==> src/rtl/riscv_pkg.sv <==
// Shared RISC-V decode definitions: opcodes, the NOP encoding, the ID/EX
// register layout and the decode sequencer state.
package riscv_pkg;

  localparam logic [6:0] OP_IMM = 7'b0010011;
  localparam logic [6:0] LOAD   = 7'b0000011;
  localparam logic [6:0] STORE  = 7'b0100011;
  localparam logic [6:0] BRANCH = 7'b1100011;
  localparam logic [6:0] OP     = 7'b0110011;
  localparam logic [6:0] JALR   = 7'b1100111;
  localparam logic [6:0] LUI    = 7'b0110111;
  localparam logic [6:0] JAL    = 7'b1101111;

  localparam logic [31:0] NOP = 32'h0000_0013;

  // PC width carried by id_ex_t; users must instantiate with XLEN equal to this.
  localparam int PKG_XLEN = 32;

  typedef struct packed {
    logic                valid;
    logic [PKG_XLEN-1:0] pc;
    logic [31:0]         imm;
    logic [4:0]          rs1;
    logic [4:0]          rs2;
    logic [4:0]          rd;
    logic [6:0]          opcode;
    logic [2:0]          funct3;
  } id_ex_t;

  typedef enum logic {RUN = 1'b0, FLUSH = 1'b1} ctrl_state_t;

endpackage

==> src/rtl/decode_issue_ctrl_hazard_detect.sv <==
// Load-use hazard check between the instruction in IF/ID and a load in ID/EX.
module hazard_detect
  import riscv_pkg::*;
(
  input  logic       ifid_vld,
  input  logic [6:0] ifid_opcode,
  input  logic [4:0] ifid_rs1,
  input  logic [4:0] ifid_rs2,
  input  logic       idex_vld,
  input  logic [6:0] idex_opcode,
  input  logic [4:0] idex_rd,
  output logic       stall
);

  logic rs1_used;
  logic rs2_used;

  always_comb begin
    rs1_used = (ifid_opcode == OP_IMM) || (ifid_opcode == LOAD) ||
               (ifid_opcode == STORE)  || (ifid_opcode == BRANCH) ||
               (ifid_opcode == OP)     || (ifid_opcode == JALR);
    rs2_used = (ifid_opcode == STORE) || (ifid_opcode == BRANCH) ||
               (ifid_opcode == OP);
    stall = idex_vld && (idex_opcode == LOAD) && (idex_rd != 5'd0) && ifid_vld &&
            ((rs1_used && (ifid_rs1 == idex_rd)) || (rs2_used && (ifid_rs2 == idex_rd)));
  end

endmodule

==> src/rtl/decode_issue_ctrl.sv <==
// Decode-stage sequencer: owns IF/ID and ID/EX, inserts load-use bubbles,
// honours EX backpressure and drops wrong-path fetches after a redirect.
module decode_issue_ctrl
  import riscv_pkg::*;
#(
  parameter int XLEN         = 32,
  parameter int FLUSH_CYCLES = 1,
  parameter int CNT_W        = 16
) (
  input  logic             clk,
  input  logic             rst,
  input  logic             if_valid,
  input  logic [31:0]      if_instr,
  input  logic [XLEN-1:0]  if_pc,
  output logic             if_ready,
  output logic [31:0]      id_instr,
  input  logic [31:0]      imm_in,
  input  logic             ex_ready,
  input  logic             redirect,
  output logic             id_ex_valid,
  output logic [XLEN-1:0]  id_ex_pc,
  output logic [31:0]      id_ex_imm,
  output logic [4:0]       id_ex_rs1,
  output logic [4:0]       id_ex_rs2,
  output logic [4:0]       id_ex_rd,
  output logic [6:0]       id_ex_opcode,
  output logic [2:0]       id_ex_funct3,
  output logic [CNT_W-1:0] bubble_cnt
);

  localparam logic [2:0] FLUSH_LOAD = 3'(FLUSH_CYCLES);

  function automatic logic [CNT_W-1:0] sat_inc(input logic [CNT_W-1:0] v);
    return (&v) ? v : v + 1'b1;
  endfunction

  ctrl_state_t       state;
  logic [2:0]        flush_cnt;
  logic              ifid_vld_p0;
  logic [31:0]       ifid_instr_p0;
  logic [XLEN-1:0]   ifid_pc_p0;
  id_ex_t            id_ex_p1;
  id_ex_t            id_ex_nxt;
  logic [CNT_W-1:0]  bubble_q;
  logic              stall_ld;
  logic              advance;
  logic              accept;

  hazard_detect u_hazard (
    .ifid_vld    (ifid_vld_p0),
    .ifid_opcode (ifid_instr_p0[6:0]),
    .ifid_rs1    (ifid_instr_p0[19:15]),
    .ifid_rs2    (ifid_instr_p0[24:20]),
    .idex_vld    (id_ex_p1.valid),
    .idex_opcode (id_ex_p1.opcode),
    .idex_rd     (id_ex_p1.rd),
    .stall       (stall_ld)
  );

  always_comb begin
    advance  = !redirect && ex_ready && !stall_ld;
    // FLUSH keeps fetch flowing so the wrong-path instructions drain and are dropped.
    if_ready = redirect ? 1'b0 : ((state == FLUSH) ? 1'b1 : advance);
    accept   = advance && (state == RUN) && if_valid;

    id_ex_nxt        = '0;
    id_ex_nxt.valid  = ifid_vld_p0;
    id_ex_nxt.pc     = ifid_pc_p0;
    id_ex_nxt.imm    = imm_in;
    id_ex_nxt.rs1    = ifid_instr_p0[19:15];
    id_ex_nxt.rs2    = ifid_instr_p0[24:20];
    id_ex_nxt.rd     = ifid_instr_p0[11:7];
    id_ex_nxt.opcode = ifid_instr_p0[6:0];
    id_ex_nxt.funct3 = ifid_instr_p0[14:12];
  end

  always_ff @(posedge clk) begin
    if (rst) begin
      state         <= RUN;
      flush_cnt     <= '0;
      ifid_vld_p0   <= 1'b0;
      ifid_instr_p0 <= NOP;
      ifid_pc_p0    <= '0;
      id_ex_p1      <= '0;
      bubble_q      <= '0;
    end else begin
      if (redirect) begin
        if (FLUSH_CYCLES > 0) begin
          state     <= FLUSH;
          flush_cnt <= FLUSH_LOAD;
        end
      end else if (state == FLUSH) begin
        if (flush_cnt <= 3'd1) begin
          state     <= RUN;
          flush_cnt <= '0;
        end else begin
          flush_cnt <= flush_cnt - 3'd1;
        end
      end

      // IF/ID (p0) -> ID/EX (p1) stage boundary
      if (redirect) begin
        ifid_vld_p0    <= 1'b0;
        id_ex_p1.valid <= 1'b0;
      end else if (!ex_ready) begin
        // backpressure: both stages hold
      end else if (stall_ld) begin
        id_ex_p1.valid <= 1'b0;
        bubble_q       <= sat_inc(bubble_q);
      end else begin
        id_ex_p1    <= id_ex_nxt;
        ifid_vld_p0 <= accept;
        if (accept) begin
          ifid_instr_p0 <= if_instr;
          ifid_pc_p0    <= if_pc;
        end
      end
    end
  end

  assign id_instr     = ifid_vld_p0 ? ifid_instr_p0 : NOP;
  assign id_ex_valid  = id_ex_p1.valid;
  assign id_ex_pc     = id_ex_p1.pc;
  assign id_ex_imm    = id_ex_p1.imm;
  assign id_ex_rs1    = id_ex_p1.rs1;
  assign id_ex_rs2    = id_ex_p1.rs2;
  assign id_ex_rd     = id_ex_p1.rd;
  assign id_ex_opcode = id_ex_p1.opcode;
  assign id_ex_funct3 = id_ex_p1.funct3;
  assign bubble_cnt   = bubble_q;

endmodule

==> config.mk <==
export PLATFORM = sky130hd
export DESIGN_NAME = decode_issue_ctrl
export DESIGN_NICKNAME = d
export VERILOG_FILES = /design/src/rtl/riscv_pkg.sv /design/src/rtl/decode_issue_ctrl_hazard_detect.sv /design/src/rtl/decode_issue_ctrl.sv
export SDC_FILE = /design/constraint.sdc
export NUM_CORES = 1
export LEC_CHECK = 0
export BUFFER_PORTS_ARGS = -buffer_cell sky130_fd_sc_hd__buf_2
export CAP_MARGIN = 20
export CORE_MARGIN = 4
export CORE_UTILIZATION = 49
export DETAILED_ROUTE_END_ITERATION = 8
export PLACE_DENSITY = 0.9
export RECOVER_POWER = 50
export SLEW_MARGIN = 10
export SYNTH_ARGS = -nofsm -noshare
export SYNTH_HDL_FRONTEND = slang
export SYNTH_HIERARCHICAL = 1
export SYNTH_SLANG_ARGS = --single-unit
==> constraint.sdc <==
create_clock -name clk -period 4.5 [get_ports clk]
set_input_delay 0.45 -clock clk [delete_from_list [all_inputs] [get_ports clk]]
set_output_delay 0.45 -clock clk [all_outputs]
set_load 0.01 [all_outputs]
==> summary.txt <==
STA
  – Top achievable clock speed: 0.276 GHz
  – RSZ-0062 raised after global routing: no
  – Largest clock skew in the final design: 0.00672 ns
  – Final slew viol count: 98
  – Crit share post-route: 80.5%
  – Setup violators final: 0
  – Tightest slew margin relative to the limit: -56.6%
  – Minimum clock period: 3.62 ns
  – Slew @ Worst Pin: 2.35 ns
  – Setup TNS: 0 ns
  – Count of endpoints failing hold in the final timing report: 0
  – Minimum hold slack: 0.238 ns

Route
  – Count of routing violations after the opening detailed-route iteration: 380
  – Final WL: 19.4 mm
  – Routed wire length per instance: 15.5 um
  – Total via count in the routed design: 6513
  – Remaining antenna violation count: 0
  – Detailed-router iteration count before antenna repair: 5
  – Average vias per placed instance: 5.19
  – DR DRC count: 0

Clocking
  – Clock Sink Count: 175
  – CTS root buffer: clkbuf_16
  – TritonCTS clock tree: yes
  – Buffer count from post-CTS setup fixing: 0
  – H-tree level count: 4
  – TritonCTS buffer count: 17
  – Clk pin slew, worst setup/hold paths: 0.06 ns
  – Worst-case clock buffer depth: 2
  – Number of buffers inserted for hold repair after clock tree synthesis: 0
  – Clock latency on the worst-skew pair: 0.42 ns
  – Number of cells upsized or downsized after cts: 0

Setup path
  – Setup CP Type: reg -> reg
  – Critical path data arrival time: 3.94 ns
  – Endpoint kind of the worst setup timing path: flop
  – Largest fanout on the critical path: 43
  – Critical Path Start Type: flop
  – Required time at the worst-slack endpoint: 4.81 ns

Floorplanning
  – Vert. Die Dim: 126 um
  – Starting Density: 50.5%
  – I/O pin cnt: 240
  – Die footprint: 15800 sq um
  – Number of placement rows: 42
  – Standard cell core area: 13400 sq um
  – Horizontal die dimension: 126 um

Final layout
  – Count of inserted antenna diode cells: 0
  – Fraction of layout instances using a drive strength above 1: 15.8%
  – # fillers: 1275
  – Final layout net count: 1170
  – End-of-flow core utilization: 63.2%
  – Area added between synthesis and finish: 25.1%

Worst hold path
  – Worst hold path class: in -> reg

Synthesis
  – Distinct cell type count after synthesis: 43
  – Number of nets in the synthesized netlist: 964
  – Post-Syn Area: 6770 sq um
  – Most area-hungry cell type in the Yosys netlist: dfxtp_1
  – Top post-synthesis cells by area: dfxtp_1 (52%), nand2_1 (18%), a21oi_1 (12%)
  – Syn avg cell area: 7.88 sq um
  – Count of state elements after synthesis: 175
  – Top-area cell type share of the netlist area: 51.7%
  – Share of synthesized area occupied by flip-flops and latches: 51.7%
  – Number of synthesis warnings: 6
  – Number of instances in the synthesized netlist: 860

GRT
  – Maximum number of pins on one net before global-route repair: 90
  – Number of global-route vias before repair: 6301
  – Total global routing track utilization: 24.0%
  – Wire length of the first global-routing pass: 31.0 mm
  – GRT overflow: 0
  – Initial antenna violation count: 1

Flow run
  – Total of max-cap violations: 2

Run status
  – Result of the run: complete, but fails checks
  – Violated checks: max-capacitance violations, max-slew violations

Placed design
  – Number of buffer cells added on primary ports: 239
  – Post-DP HPWL: 13.2 mm
  – Final weighted congestion in routability-driven placement: 0.848

Power
  – Power per cell area: 400 nW/um^2
  – VDD IR-drop max: 0.000278 V
  – Static leakage: 0.00320 uW
==> Yosys cell counts, drive strengths merged <==
| library cell | n |
|---|---|
| nor2 | 7 |
| xnor2 | 2 |
| nand4 | 4 |
| o22ai | 2 |
| ha | 3 |
| or3 | 3 |
| clkbuf | 39 |
| a21boi | 1 |
| and2 | 29 |
| xor2 | 8 |
| nor4b | 1 |
| and3b | 1 |
| nand2 | 319 |
| nand4b | 1 |
| buf | 19 |
| nor3 | 4 |
| nand3b | 1 |
| o211ai | 3 |
| a211oi | 1 |
| o41ai | 6 |
| nor2b | 4 |
| nor3b | 2 |
| or4 | 4 |
| nand3 | 10 |
| inv | 10 |
| o21ba | 1 |
| nand2b | 5 |
| o31ai | 2 |
| a2111oi | 1 |
| mux2 | 6 |
| o21ai | 4 |
| a21oi | 163 |
| nor4 | 3 |
| mux2i | 1 |
| and3 | 7 |
| o311ai | 5 |
| dfxtp | 175 |
| or2 | 3 |
==> per-layer routing <==
metal / global-route usage, % / vias to the layer above / part of all wire, %
met1: 28.6 / 2981 / 41
met2: 40.3 / 245 / 48
met5: 0 / - / 0.067
met4: 11.2 / 2 / 2.9
met3: 6.65 / 43 / 8.0
li1: - / 3242 / -
==> logic make-up (layout without fill, tap and decap cells) <==
family / Yosys count / in the layout / share of synthesized area (%)
and+or+nand+nor: 408 / 408 / 25.7
AOI/OAI and AO/OA: 189 / 189 / 15.3
DFF: 175 / 175 / 51.7
buffers and inverters: 68 / 287 / 4.29
xor gates and xnor gates: 10 / 10 / 1.29
muxes: 7 / 7 / 1.15
adders and majority gates: 3 / 3 / 0.554
==> power by group <==
part           internal (uW)  leakage [uW]  total (uW)  switching (uW)
Sequential              1590       0.00142        1610            25.7
Clock                    963      0.000303        1570             603
Combinational           76.1       0.00148         210             134
==> state kept, by name, indices dropped and copies added, names as in the netlist <==
name and count:
id_ex_pc 32, ifid_vld_p0 1, ifid_pc_p0 32, id_ex_rs2 5, id_ex_rs1 5, bubble_cnt 16, id_ex_rd 5, id_ex_opcode 7
id_ex_valid 1, state 1, flush_cnt 3, id_ex_funct3 3, id_ex_imm 32, ifid_instr_p0 32
==> worst paths after layout <==
check / from / endpoint / slack [ns] / cells past startpoint
worst min-delay path: if_instr[0] / ifid_instr_p0[0] / 0.24 / 3
worst min register to register: ifid_pc_p0[7] / id_ex_pc[7] / 0.45 / 2
worst max register to register: id_ex_rd[1] / ifid_vld_p0 / 0.88 / 8
worst max-delay path: id_ex_rd[1] / ifid_vld_p0 / 0.88 / 8
==> worst max-delay path, stage by stage, from the launching register on <==
cell and delay, ns:
dfxtp_1 0.35, or4_1 0.54, o211ai_1 0.18, a21oi_1 0.16, nor3b_2 0.29, and3_1 1.26, buf_4 0.45, a21oi_1 0.07
nor3_1 0.19
==> cell type report <==
cell class | instances | area (sq um) | share of cell area [%]
Multi-Input combinational cell | 617 | 2980 | 35.2
Clock buffer | 20 | 457 | 5.39
Clock inverter | 12 | 183 | 2.16
Timing Repair Buffer | 245 | 1090 | 12.9
Tap cell | 176 | 220 | 2.60
Inverter | 10 | 37.5 | 0.443
Sequential cell | 175 | 3500 | 41.4
==> metrics by stage <==
step | total power [uW] | cells | cell area [sq um] | worst slack [ns]
detailed placement | 1860 | 1223 | 8000 | 1.54
finish | 3390 | 1255 | 8470 | 0.876
floorplan | 1760 | 860 | 6770 | 2.07
global route | 3520 | 1255 | 8470 | 0.647
global placement | 1860 | 1223 | 8000 | 1.66
CTS | 3420 | 1255 | 8640 | 1.52
==> placed cells by master (no fill, tap or decap), types with 2 or more instances in the layout <==
cell type   count
nand2_1       319
dfxtp_1       175
a21oi_1       163
buf_2         123
clkbuf_1      118
and2_0         22
clkbuf_16      17
inv_1          10
nand3_1         9
xor2_1          8
and2_1          7
and3_1          7
nor2_1          7
o41ai_1         6
buf_4           5
nand2b_1        4
nand4_1         4
o21ai_0         4
or4_1           4
nor2b_1         4
nor3_1          4
bufinv_16       4
o211ai_1        3
or2_2           3
o311ai_0        3
or3_1           3
mux2_2          3
mux2_1          3
ha_1            3
clkinvlp_4      3
o311ai_1        2
o31ai_1         2
o22ai_1         2
clkinv_4        2
clkbuf_8        2
inv_6           2
xnor2_1         2
nor4_1          2
No activity file was read; power rests on OpenSTA's default activity.
